--- config.mk ---
export PLATFORM = sky130hd
export DESIGN_NAME = grant_ack_tracker
export DESIGN_NICKNAME = d
export VERILOG_FILES = /design/src/rtl/grant_ack_tracker.sv
export SDC_FILE = /design/constraint.sdc
export NUM_CORES = 1
export LEC_CHECK = 0
export ABC_AREA = 0
export CAP_MARGIN = 20
export CORE_MARGIN = 4
export CORE_UTILIZATION = 50
export CTS_CLUSTER_SIZE = 12
export DETAILED_ROUTE_END_ITERATION = 16
export PLACE_DENSITY_LB_ADDON = 0.1
export SYNTH_ARGS = -nofsm -noshare
export SYNTH_HDL_FRONTEND = slang
export SYNTH_SLANG_ARGS = --single-unit
export TNS_END_PERCENT = 1
--- constraint.sdc ---
create_clock -name clk -period 7.1 [get_ports clk]
set_clock_uncertainty 0.15 [all_clocks]
set_input_delay 0.71 -clock clk [delete_from_list [all_inputs] [get_ports clk]]
set_output_delay 0.71 -clock clk [all_outputs]
set_load 0.01 [all_outputs]
--- src/rtl/grant_ack_tracker.sv ---
// ---------------------------------------------------------------------------
// grant_ack_tracker
//
// Issues TileLink Grant messages on the D channel on behalf of the directory
// and tracks them until the requester returns a GrantAck on the E channel.
// Each Grant needs a sink ID, which is borrowed from an external sink ID
// manager and returned to it when the matching GrantAck arrives.
//
// Flow of one Grant:
//   IDLE      accept a request (source, cap param)
//   ALLOC     ask the manager for a sink ID, capture the offered ID
//   WAIT_GNT  manager confirms (go to SEND_D) or is full (retry ALLOC)
//   SEND_D    present the Grant until the D handshake, then mark it pending
//
// Ports:
//   clk, rst                  clock; asynchronous active-high reset
//   req_valid/req_ready       grant request handshake from the directory
//   req_source, req_param     requester source ID and cap param
//   alloc_req                 one-cycle request pulse to the sink ID manager
//   alloc_gnt, alloc_sink_id  manager grant and the sink ID it offers
//   dealloc_req/_sink_id      one-cycle pulse returning a sink ID
//   d_valid/d_ready           D-channel handshake
//   d_opcode/param/source/sink  D-channel Grant fields
//   e_valid/e_ready/e_sink    E-channel GrantAck (always accepted)
//   outstanding               Grants sent and not yet acked (0..16)
//   err_spurious_ack          sticky: a GrantAck named a non-pending sink
// ---------------------------------------------------------------------------
module grant_ack_tracker #(
    parameter int         SRC_W     = 4,
    parameter logic [2:0] GRANT_OPC = 3'd4
) (
    input  logic             clk,
    input  logic             rst,

    input  logic             req_valid,
    output logic             req_ready,
    input  logic [SRC_W-1:0] req_source,
    input  logic [1:0]       req_param,

    output logic             alloc_req,
    input  logic             alloc_gnt,
    input  logic [3:0]       alloc_sink_id,

    output logic             dealloc_req,
    output logic [3:0]       dealloc_sink_id,

    output logic             d_valid,
    input  logic             d_ready,
    output logic [2:0]       d_opcode,
    output logic [1:0]       d_param,
    output logic [SRC_W-1:0] d_source,
    output logic [3:0]       d_sink,

    input  logic             e_valid,
    output logic             e_ready,
    input  logic [3:0]       e_sink,

    output logic [4:0]       outstanding,
    output logic             err_spurious_ack
);

    typedef enum logic [1:0] {
        IDLE     = 2'd0,
        ALLOC    = 2'd1,
        WAIT_GNT = 2'd2,
        SEND_D   = 2'd3
    } state_t;

    state_t           state, state_nx;
    logic             live_r;      // low during reset and until the first clock edge after it
    logic [SRC_W-1:0] source_r;
    logic [1:0]       param_r;
    logic [3:0]       sink_r;
    logic [15:0]      pending;

    logic             req_fire;
    logic             d_fire;
    logic             ack_hit;
    logic [15:0]      pend_set;
    logic [15:0]      pend_clr;

    function automatic logic [4:0] count_ones(input logic [15:0] v);
        logic [4:0] sum;
        sum = 5'd0;
        for (int i = 0; i < 16; i++) begin
            sum = sum + {4'd0, v[i]};
        end
        return sum;
    endfunction

    // -----------------------------------------------------------------------
    // FSM state register
    // -----------------------------------------------------------------------
    // NOTE: clocked state uses non-blocking assignments so every register
    // samples the pre-edge values of the others, regardless of block order.
    always_ff @(posedge clk or posedge rst) begin
        if (rst) begin
            state  <= IDLE;
            live_r <= 1'b0;
        end else begin
            state  <= state_nx;
            live_r <= 1'b1;
        end
    end

    // -----------------------------------------------------------------------
    // FSM next state and Moore outputs
    // -----------------------------------------------------------------------
    // NOTE: every output of this block gets a default before the case, so no
    // path leaves a signal unassigned and no latch is inferred.
    always_comb begin
        state_nx  = state;
        req_ready = 1'b0;
        alloc_req = 1'b0;
        d_valid   = 1'b0;
        unique case (state)
            IDLE: begin
                // Held off until the first edge after reset so the directory
                // never sees a ready that the register state cannot back up.
                req_ready = live_r;
                if (req_valid && live_r) begin
                    state_nx = ALLOC;
                end
            end
            ALLOC: begin
                alloc_req = 1'b1;
                state_nx  = WAIT_GNT;
            end
            WAIT_GNT: begin
                // A refusal means the manager is full; keep asking every
                // other cycle until an ID frees up.
                state_nx = alloc_gnt ? SEND_D : ALLOC;
            end
            SEND_D: begin
                d_valid = 1'b1;
                if (d_ready) begin
                    state_nx = IDLE;
                end
            end
            default: state_nx = IDLE;
        endcase
    end

    assign req_fire = req_valid && req_ready;
    assign d_fire   = d_valid && d_ready;

    // -----------------------------------------------------------------------
    // Latched Grant fields. They only change outside SEND_D, which keeps the
    // D-channel payload stable under backpressure.
    // -----------------------------------------------------------------------
    always_ff @(posedge clk or posedge rst) begin
        if (rst) begin
            source_r <= '0;
            param_r  <= '0;
            sink_r   <= '0;
        end else begin
            if (req_fire) begin
                source_r <= req_source;
                param_r  <= req_param;
            end
            // Captured on every ALLOC attempt; only the ID offered on the
            // attempt that the manager confirms survives into SEND_D.
            if (state == ALLOC) begin
                sink_r <= alloc_sink_id;
            end
        end
    end

    assign d_opcode = GRANT_OPC;
    assign d_param  = param_r;
    assign d_source = source_r;
    assign d_sink   = sink_r;

    // -----------------------------------------------------------------------
    // Pending table and GrantAck handling
    // -----------------------------------------------------------------------
    // The ack is judged against the pre-edge table, so an ack that lands in
    // the same cycle as the D handshake for its own sink is spurious, while
    // the handshake still marks that sink pending.
    assign e_ready         = 1'b1;
    assign ack_hit         = e_valid && pending[e_sink];
    assign dealloc_req     = ack_hit;
    assign dealloc_sink_id = e_sink;

    always_comb begin
        pend_set = '0;
        pend_clr = '0;
        if (d_fire) begin
            pend_set[sink_r] = 1'b1;
        end
        if (ack_hit) begin
            pend_clr[e_sink] = 1'b1;
        end
    end

    // NOTE: the 16-entry table is reset explicitly; a reset mid-operation
    // must abandon every in-flight Grant, which the manager mirrors by
    // resetting on the same rst.
    always_ff @(posedge clk or posedge rst) begin
        if (rst) begin
            pending          <= '0;
            outstanding      <= '0;
            err_spurious_ack <= 1'b0;
        end else begin
            pending     <= (pending & ~pend_clr) | pend_set;
            // Follows the table one cycle behind; a set and a clear in the
            // same cycle cancel out in the count.
            outstanding <= count_ones(pending);
            if (e_valid && !pending[e_sink]) begin
                err_spurious_ack <= 1'b1;
            end
        end
    end

endmodule

==> results of run 1 <==
[worst min-delay path by stage]
| stage | from | to | slack [ps] | cells past startpoint |
|---|---|---|---|---|
| after floorplan | pending[2]$_DFF_PP0_ | pending[2]$_DFF_PP0_ | 350 | 1 |
| after global placement | err_spurious_ack$_DFFE_PP0P_ | err_spurious_ack$_DFFE_PP0P_ | 330 | 1 |
| after detailed placement | err_spurious_ack$_DFFE_PP0P_ | err_spurious_ack$_DFFE_PP0P_ | 320 | 1 |
| after CTS | err_spurious_ack$_DFFE_PP0P_ | err_spurious_ack$_DFFE_PP0P_ | 350 | 1 |
| after global routing | err_spurious_ack$_DFFE_PP0P_ | err_spurious_ack$_DFFE_PP0P_ | 380 | 1 |
| final | err_spurious_ack$_DFFE_PP0P_ | err_spurious_ack$_DFFE_PP0P_ | 340 | 1 |
[worst max-delay path, stage by stage]
cell and delay, ps:
clkdlybuf4s50_1 750, mux4_1 630, o22ai_2 200, a211oi_1 70, clkdlybuf4s50_1 510
[layout by cell type (no fill, tap or decap), drive strengths merged, types with 2 or more instances in the layout]
| cell type | synthesis | final |
|---|---|---|
| nand2b | 5 | 5 |
| o22ai | 6 | 6 |
| a21oi | 3 | 3 |
| and2 | 3 | 3 |
| and3 | 2 | 2 |
| or2 | 3 | 3 |
| inv | 18 | 18 |
| clkdlybuf4s50 | 0 | 43 |
| ha | 5 | 5 |
| nor2 | 2 | 2 |
| mux2i | 4 | 4 |
| nor4 | 2 | 2 |
| conb | 2 | 5 |
| o41ai | 4 | 4 |
| nand2 | 10 | 10 |
| clkinvlp | 0 | 2 |
| dfrtp | 35 | 35 |
| clkbuf | 2 | 5 |
| nor3b | 2 | 2 |
| mux2 | 13 | 13 |
| nor2b | 6 | 6 |
| a22o | 3 | 3 |
| nand4 | 5 | 5 |
| o31ai | 2 | 2 |
| fa | 10 | 10 |
| o2bb2ai | 2 | 2 |
| o21ai | 9 | 9 |
| nand3 | 2 | 2 |
| mux4 | 4 | 4 |
[stage by stage]
stage | util (%) | hold slack [ps] | total power, W
2_1_floorplan | - | 347 | 0.00109
3_3_place_gp | 62.2 | 332 | 0.00133
3_5_place_dp | 62.2 | 324 | 0.00142
4_1_cts | 64.4 | 346 | 0.00157
5_1_grt | 64.4 | 382 | 0.00174
6_report | 64.4 | 338 | 0.00154
[Yosys cell counts, types with 4 or more instances]
cell | count | share of area, %
o41ai_1 | 4 | 1.7
nor2b_1 | 6 | 1.8
inv_1 | 18 | 3.2
mux2_2 | 13 | 6.9
nand2_1 | 10 | 1.8
buf_4 | 9 | 3.2
o22ai_1 | 5 | 1.5
ha_1 | 5 | 3.0
nand4_1 | 5 | 1.5
nand2b_1 | 5 | 1.5
o21ai_0 | 8 | 1.9
dfrtp_1 | 35 | 41
fa_1 | 10 | 9.5
[power breakdown]
group / switching, W / leakage [nW] / internal, W
logic: 0.000495 / 0.665 / 0.000498
registers: 0.0000982 / 0.429 / 0.000307
clock network: 0.0000745 / 0.0402 / 0.0000681
[logic make-up (layout without fill, tap and decap cells)]
logic type      after synthesis  after routing
simple gates                 46             46
flops                        35             35
buf+inv                      33             70
compound gates               32             32
mux                          21             21
fa+ha+maj                    15             15
other cells                   2              5
xor+xnor                      2              2
[flip-flops by register name, summed over array words and instances, names as in the netlist]
name / cells
live_r: 1
d_param: 2
err_spurious_ack: 1
d_source: 4
state: 2
outstanding: 5
pending: 16
d_sink: 4
[layout make-up]
class,count,area (um^2)
Inverter,18,67.6
Clock inverter,3,20.0
Timing Repair Buffer,44,438
Tap cell,50,62.6
Fill cell,316,1440
Clock buffer,5,68.8
Multi-Input combinational cell,121,1080
Sequential cell,35,876
[routing by layer]
layer	vias to the layer above	GRT usage (%)	routed length [um]
met2	58	32.6	2390
li1	718	-	-
met3	13	5.51	297
met1	767	25.2	1950
met5	-	0	0
met4	0	10.7	126
==> qor.csv, run 1 <==
metric;value;unit
DR vias;1556;
Final Hold Fails;0;
antenna violations before repair;0;
top_reg_cell synth;dfrtp_1;
Reg clk slew, reported paths;70;ps
total placed instance area;2520;um^2
Post-synth ARST share;100;%
post-synthesis compound-gate area fraction;10.5;%
largest net degree at the start of global routing;23;
WS Path Type;input port to output port;
reg2reg setup slack;3460;ps
Cells after Synth;186;
largest family of logic cells by synthesized area;multiplexers;
post-synthesis sequential area ratio;41.4;%
Leak;1.13;nW
Max Root-Sink Buffers;2;
gpl congestion;0.895;
fin nets;260;
Final Slew Violations;0;
final setup fails;0;
Initial DRC Count;84;
Mapped Area;2110;um^2
Starting Density;52.1;%
Fmax;268;MHz
number of synthesized flops with an enable pin;0;
CP endpoint kind;output port;
ANT cells;0;
post-CTS resize count;0;
vias in the first global route;1642;
RSZ-0062 raised after global routing;false;
Skew-Pair Late Insertion Delay;290;ps
post-route cell area;2610;um^2
Ports;48;
setup TNS;0;ps
number of routed nets with antenna violations;0;
Netlist cell types;43;
XOR/XNOR Fraction of Synth Area;0.828;%
setup bufs post-CTS;0;
Inst Count DP;268;
first-pass GRT wire length;8080;um
syn avg cell area;11.4;um^2
pre-CTS setup slack;3350;ps
origin of the critical flop-to-flop path;pending[0]$_DFF_PP0_;
die area;5330;um^2
drt drc;0;
layout cells sized above 1;13.7;%
CP Data Required Time;6240;ps
Least-Margin Pin Slew;726;ps
htree depth;2;
status;complete, no violations;
Avg WL per Cell;17.3;um
maximum vdd ir drop;0.447;mV
min Tclk post-route;3730;ps
post-synthesis simple-gate area fraction;12.6;%
max cap viols;0;
row cnt;23;
Synth Register Bits;35;
CTS tree;built;
power density cells;590;nW/um^2
critical-path maximum fanout;12;
PortBufs;43;
GR Util All Layers;20.4;%
RR Endpoint;outstanding[4]$_DFF_PP0_;
DIE WIDTH;73.0;um
wirelength, routed;4760;um
multiplexer share of the synthesized area;13.8;%
Min-Delay Path Class;flop to flop;
CTS Hold Buffers Added;0;
Layout area overhead;23.6;%
CORE AREA;4060;um^2
Synth Area in Adders;12.4;%
Crit. Startpoint;e_sink[2];
Syn. warnings;0;
CTS Buf Count;5;
Pre-antenna DRT Iters;5;
post-DP HPWL;3730;um
CP Launch Type;input port;
crit share post-route;52.5;%
CTS sink count;35;
worst setup slack after layout;3370;ps
Rel. slew slack;51.5;%
final non-filler cell total;276;
CTS Root Cell;clkbuf_8;
gr ovfl total;0;
R2R cell count;10;
Crit path arrival time;2870;ps
Die Ht;73.0;um
Critical Path End;dealloc_req;
vias per cell;5.64;
No activity file was read; power rests on OpenSTA's default activity.
==> run 2, diff against run 1 <==
- clock period: 7.1 -> 3.48 ns (I/O delays scaled with it)
==> qor.csv, run 2 (same netlist as run 1, synthesis figures left out) <==
metric;value;unit;change
DIE WIDTH;73.0;um;unchanged
CP Data Required Time;3510;ps;-2730 ps
reg2reg setup slack;50;ps;-3410 ps
Least-Margin Pin Slew;512;ps;-213 ps
CORE AREA;4060;um^2;unchanged
Crit path arrival time;3460;ps;+590 ps
htree depth;2;;unchanged
GR Util All Layers;19.4;%;-1.0 points
Initial DRC Count;125;;+49%
critical path depth in cells;10;;+5
fillcell total;306;;-3.2%
Avg WL per Cell;16.6;um;-3.8%
worst setup slack after layout;48.6;ps;-3320 ps
fin nets;269;;+3.5%
first-pass GRT wire length;7840;um;-3.0%
slowest CP cell;fa_1;;
CP endpoint kind;flop;;
DR vias;1576;;+1.3%
status;complete, no violations;;
drt drc;0;;unchanged
Starting Density;52.1;%;unchanged
Min-Delay Path Class;input port to async pin;;
CTS Buf Count;5;;unchanged
Seq. cell area;876;um^2;unchanged
Rel. slew slack;65.8;%;+14 points
Pre-antenna DRT Iters;4;;-1
origin of the critical flop-to-flop path;pending[0]$_DFF_PP0_;;
min Tclk post-route;3430;ps;
R2R cell count;10;;unchanged
Ports;48;;unchanged
Reg clk slew, reported paths;70;ps;about the same
number of routed nets with antenna violations;0;;unchanged
Max Root-Sink Buffers;2;;unchanged
CTS sink count;35;;unchanged
WS Path Type;flop to flop;;
final setup fails;0;;unchanged
critical-path maximum fanout;2;;-10
Final Hold Fails;0;;unchanged
Layout Utilization;66.6;%;+2.2 points
Fmax;291;MHz;
commonest non-fill, non-tap cell in the layout;clkdlybuf4s50_1;;
largest net degree at the start of global routing;23;;unchanged
gr ovfl total;0;;unchanged
gpl congestion;0.939;;+5.0%
register bank with the most flops;pending;;
highest cell delay on the worst timing path;530;ps;-220 ps
PortBufs;43;;unchanged
Skew-Pair Late Insertion Delay;290;ps;about the same
CP bufs+invs;2;;unchanged
pre-CTS setup slack;-59.9;ps;-3410 ps
crit share post-route;98.6;%;
Largest register FFs;16;;unchanged
Layout area overhead;27.9;%;
row cnt;23;;unchanged
post-DP HPWL;3580;um;-4.0%
Final Slew Violations;0;;unchanged
vias in the first global route;1640;;-0.12%
area of the multi-input gates;1100;um^2;+2.1%
most used cell along the critical path;fa_1;;
layout cells sized above 1;19.6;%;+5.9 points
largest registers;pending x16, outstanding x5;;
RSZ-0062 raised after global routing;true;;
setup bufs post-CTS;0;;unchanged
die area;5330;um^2;unchanged
ANT cells;0;;unchanged
CP Launch Type;flop;;
RR Endpoint;outstanding[4]$_DFF_PP0_;;
CP delay by family, top;adder cells;;
CTS Hold Buffers Added;0;;unchanged
post-route cell area;2700;um^2;+3.4%
CTS Root Cell;clkbuf_8;;
max cap viols;0;;unchanged
crit-path cells;fa_1 > inv_1 > fa_1 > fa_1 > fa_1 > inv_2 > ha_4 > fa_2 > a21oi_2 > nor2b_1;;
Die Ht;73.0;um;unchanged
vias per cell;5.53;;-1.9%
wirelength, routed;4730;um;-0.69%
commonest non-fill, non-tap cells in the layout;43 x clkdlybuf4s50_1, 35 x dfrtp_1, 16 x inv_1;;
CTS tree;built;;
total placed instance area;2590;um^2;+2.7%
antenna violations before repair;0;;unchanged
-- run 2: cell types whose count changed in the layout (fill, tap and decap cells not counted), moves of 2 or more --
cell / before / now
buf_4: 1 / 10
a21oi_1: 3 / 1
a21oi_2: 0 / 2
inv_1: 18 / 16
inv_2: 0 / 2
-- run 2: repair_timing --
action | CTS | global route
setup endpoints to repair | 3 | 4
pin swaps | 3 | 5
gates resized for setup | 3 | 4
cloned | 0 | 0
-- run 2: worst max path at each step --
stage | from | endpoint
3_5_place_dp | pending[0]$_DFF_PP0_ | outstanding[4]$_DFF_PP0_
4_1_cts | pending[0]$_DFF_PP0_ | outstanding[4]$_DFF_PP0_
2_1_floorplan | pending[0]$_DFF_PP0_ | outstanding[4]$_DFF_PP0_
3_3_place_gp | pending[0]$_DFF_PP0_ | outstanding[4]$_DFF_PP0_
5_1_grt | pending[0]$_DFF_PP0_ | outstanding[4]$_DFF_PP0_
6_report | pending[0]$_DFF_PP0_ | outstanding[4]$_DFF_PP0_
-- run 2: layer usage --
| metal | GRT usage [%] | vias up | wire length (um) |
|---|---|---|---|
| met5 | 0 | - | 0 |
| met4 | 7.58 | 0 | 78 |
| met3 | 5.10 | 8 | 352 |
| met2 | 31.2 | 67 | 2340 |
| met1 | 24.9 | 765 | 1960 |
| li1 | - | 736 | - |
-- run 2: area by class of cell --
| class | instances | share of cell area (%) |
|---|---|---|
| tap | 50 | 2.31 |
| clock buffer | 5 | 2.55 |
| multi-input combinational | 121 | 40.8 |
| sequential | 35 | 32.4 |
| inverter | 18 | 2.50 |
| timing repair buffer | 53 | 18.7 |
| clock inverter | 3 | 0.740 |
-- run 2: worst register-to-register path, cell delays in order, from the launching register on --
cell and delay [ps]:
dfrtp_1 400, fa_1 530, inv_1 50, fa_1 520
fa_1 420, fa_1 510, inv_2 50, ha_4 160
fa_2 350, a21oi_2 140, nor2b_1 50
-- run 2: metrics by stage --
step	instances	hold WS, ps	TNS, ps
6_report	285	236	0
4_1_cts	285	248	0
3_3_place_gp	277	314	-21.4
2_1_floorplan	189	297	0
3_5_place_dp	277	327	-103
5_1_grt	285	291	-127
Power of run 2 is not shown: default switching activity piles up to over one toggle a cycle in this logic, so the estimate is an artifact.
==> run 3, diff against run 2 <==
- ABC_CLOCK_PERIOD_IN_PS: default -> 3480
- SKIP_CTS_REPAIR_TIMING: default -> 1
==> qor.csv, run 3 (same netlist as run 1, synthesis figures left out) <==
metric;value;unit;change
status;finished, violations left;;
violated checks;setup timing;;
RSZ-0062 raised after global routing;true;;
Pre-antenna DRT Iters;4;;unchanged
GR Util All Layers;19.1;%;-0.26 points
CTS Buf Count;5;;unchanged
die area;5330;um^2;unchanged
register bank with the most flops;pending;;
CP Data Required Time;3510;ps;about the same
row cnt;23;;unchanged
critical-path maximum fanout;2;;unchanged
layout cells sized above 1;19.1;%;-0.43 points
Avg WL per Cell;16.5;um;-0.72%
CP endpoint kind;flop;;
Fmax;287;MHz;-1.6%
Inst Count DP;277;;unchanged
Ports;48;;unchanged
highest cell delay on the worst timing path;540;ps;about the same
Initial DRC Count;123;;-1.6%
drt drc;0;;unchanged
CP Launch Type;flop;;
wirelength, routed;4700;um;-0.72%
Max Root-Sink Buffers;2;;unchanged
post-DP HPWL;3580;um;unchanged
Skew-Pair Late Insertion Delay;290;ps;about the same
Starting Density;52.1;%;unchanged
worst setup slack after layout;-7.02;ps;-55.6 ps
total placed instance area;2590;um^2;unchanged
fin nets;269;;unchanged
slowest CP cell;fa_1;;
DIE WIDTH;73.0;um;unchanged
number of routed nets with antenna violations;0;;unchanged
Die Ht;73.0;um;unchanged
Final Slew Violations;0;;unchanged
WS Path Type;flop to flop;;
largest registers;pending x16, outstanding x5;;
Crit path arrival time;3510;ps;+50 ps
first-pass GRT wire length;7740;um;-1.2%
crit share post-route;100;%;+1.6 points
DR vias;1583;;+0.44%
CTS sink count;35;;unchanged
most used cell along the critical path;fa_1;;
gpl congestion;0.939;;unchanged
htree depth;2;;unchanged
Final Hold Fails;0;;unchanged
antenna violations before repair;0;;unchanged
Layout area overhead;27.9;%;unchanged
Largest register FFs;16;;unchanged
largest net degree at the start of global routing;23;;unchanged
PortBufs;43;;unchanged
Reg clk slew, reported paths;70;ps;about the same
CTS tree;built;;
commonest non-fill, non-tap cells in the layout;43 x clkdlybuf4s50_1, 35 x dfrtp_1, 17 x inv_1;;
Min-Delay Path Class;input port to async pin;;
fillcell total;306;;unchanged
Hold Worst Slack;235;ps;-1.02 ps
vias in the first global route;1623;;-1.0%
Least-Margin Pin Slew;512;ps;-0.347 ps
Rel. slew slack;65.8;%;about the same
commonest non-fill, non-tap cell in the layout;clkdlybuf4s50_1;;
ANT cells;0;;unchanged
CP delay by family, top;adder cells;;
CORE AREA;4060;um^2;unchanged
post-route cell area;2700;um^2;unchanged
vias per cell;5.55;;+0.44%
min Tclk post-route;3490;ps;+55.6 ps
final setup fails;1;;+1
crit-path cells;fa_1 > inv_1 > fa_1 > fa_1 > fa_1 > inv_1 > ha_4 > fa_2 > a21oi_2 > nor2b_1;;
CP bufs+invs;2;;unchanged
CTS Root Cell;clkbuf_8;;
final non-filler cell total;285;;unchanged
gr ovfl total;0;;unchanged
max cap viols;0;;unchanged
==> run 3: cell counts in the layout (fill, tap and decap cells not counted) <==
Identical to the previous run, type by type.
==> run 3: cell type report <==
type	instances	area, um^2	share of cell area [%]
well taps	50	62.6	2.31
clock buffers	5	68.8	2.55
multi-input cells	121	1100	40.8
repair buffers	53	505	18.7
inverters	18	67.6	2.50
clock inverters	3	20.0	0.740
flip-flops and latches	35	876	32.4
==> run 3: final timing paths <==
path                                               from                            to  slack [ps]  depth (start not counted)
max reg2reg                        pending[5]$_DFF_PP0_      outstanding[4]$_DFF_PP0_          -7                         10
min reg2reg                err_spurious_ack$_DFFE_PP0P_  err_spurious_ack$_DFFE_PP0P_         340                          1
min in group clk           err_spurious_ack$_DFFE_PP0P_  err_spurious_ack$_DFFE_PP0P_         340                          1
min                                                 rst          state[1]$_DFFE_PP0P_         230                          2
max                                pending[5]$_DFF_PP0_      outstanding[4]$_DFF_PP0_          -7                         10
max in group asynchronous                           rst      outstanding[4]$_DFF_PP0_        2260                          3
==> run 3: metrics by stage <==
step / worst slack (ps) / setup TNS (ps) / util, %
after floorplan: 1.11 / 0 / -
after global placement: -21.4 / -21.4 / 63.9
after detailed placement: -59.9 / -103 / 63.9
after CTS: -78.9 / -163 / 66.1
after global routing: -103 / -236 / 66.6
final: -7.02 / -7.02 / 66.6
==> run 3: worst register-to-register path: stages (launching register included) <==
cell and delay (ps):
dfrtp_1 410, fa_1 540, inv_1 50, fa_1 520, fa_1 420, fa_1 490
inv_1 70, ha_4 170, fa_2 370, a21oi_2 140, nor2b_1 50
==> run 3: layer usage <==
layer / track usage (%) / vias to the layer above / share of wire, %
met1: 25.1 / 759 / 41
met4: 7.58 / 0 / 1.9
met3: 5.10 / 10 / 7.8
met5: 0 / - / 0
li1: - / 736 / -
met2: 30.1 / 78 / 49
Power of run 3 is left out for the same reason.
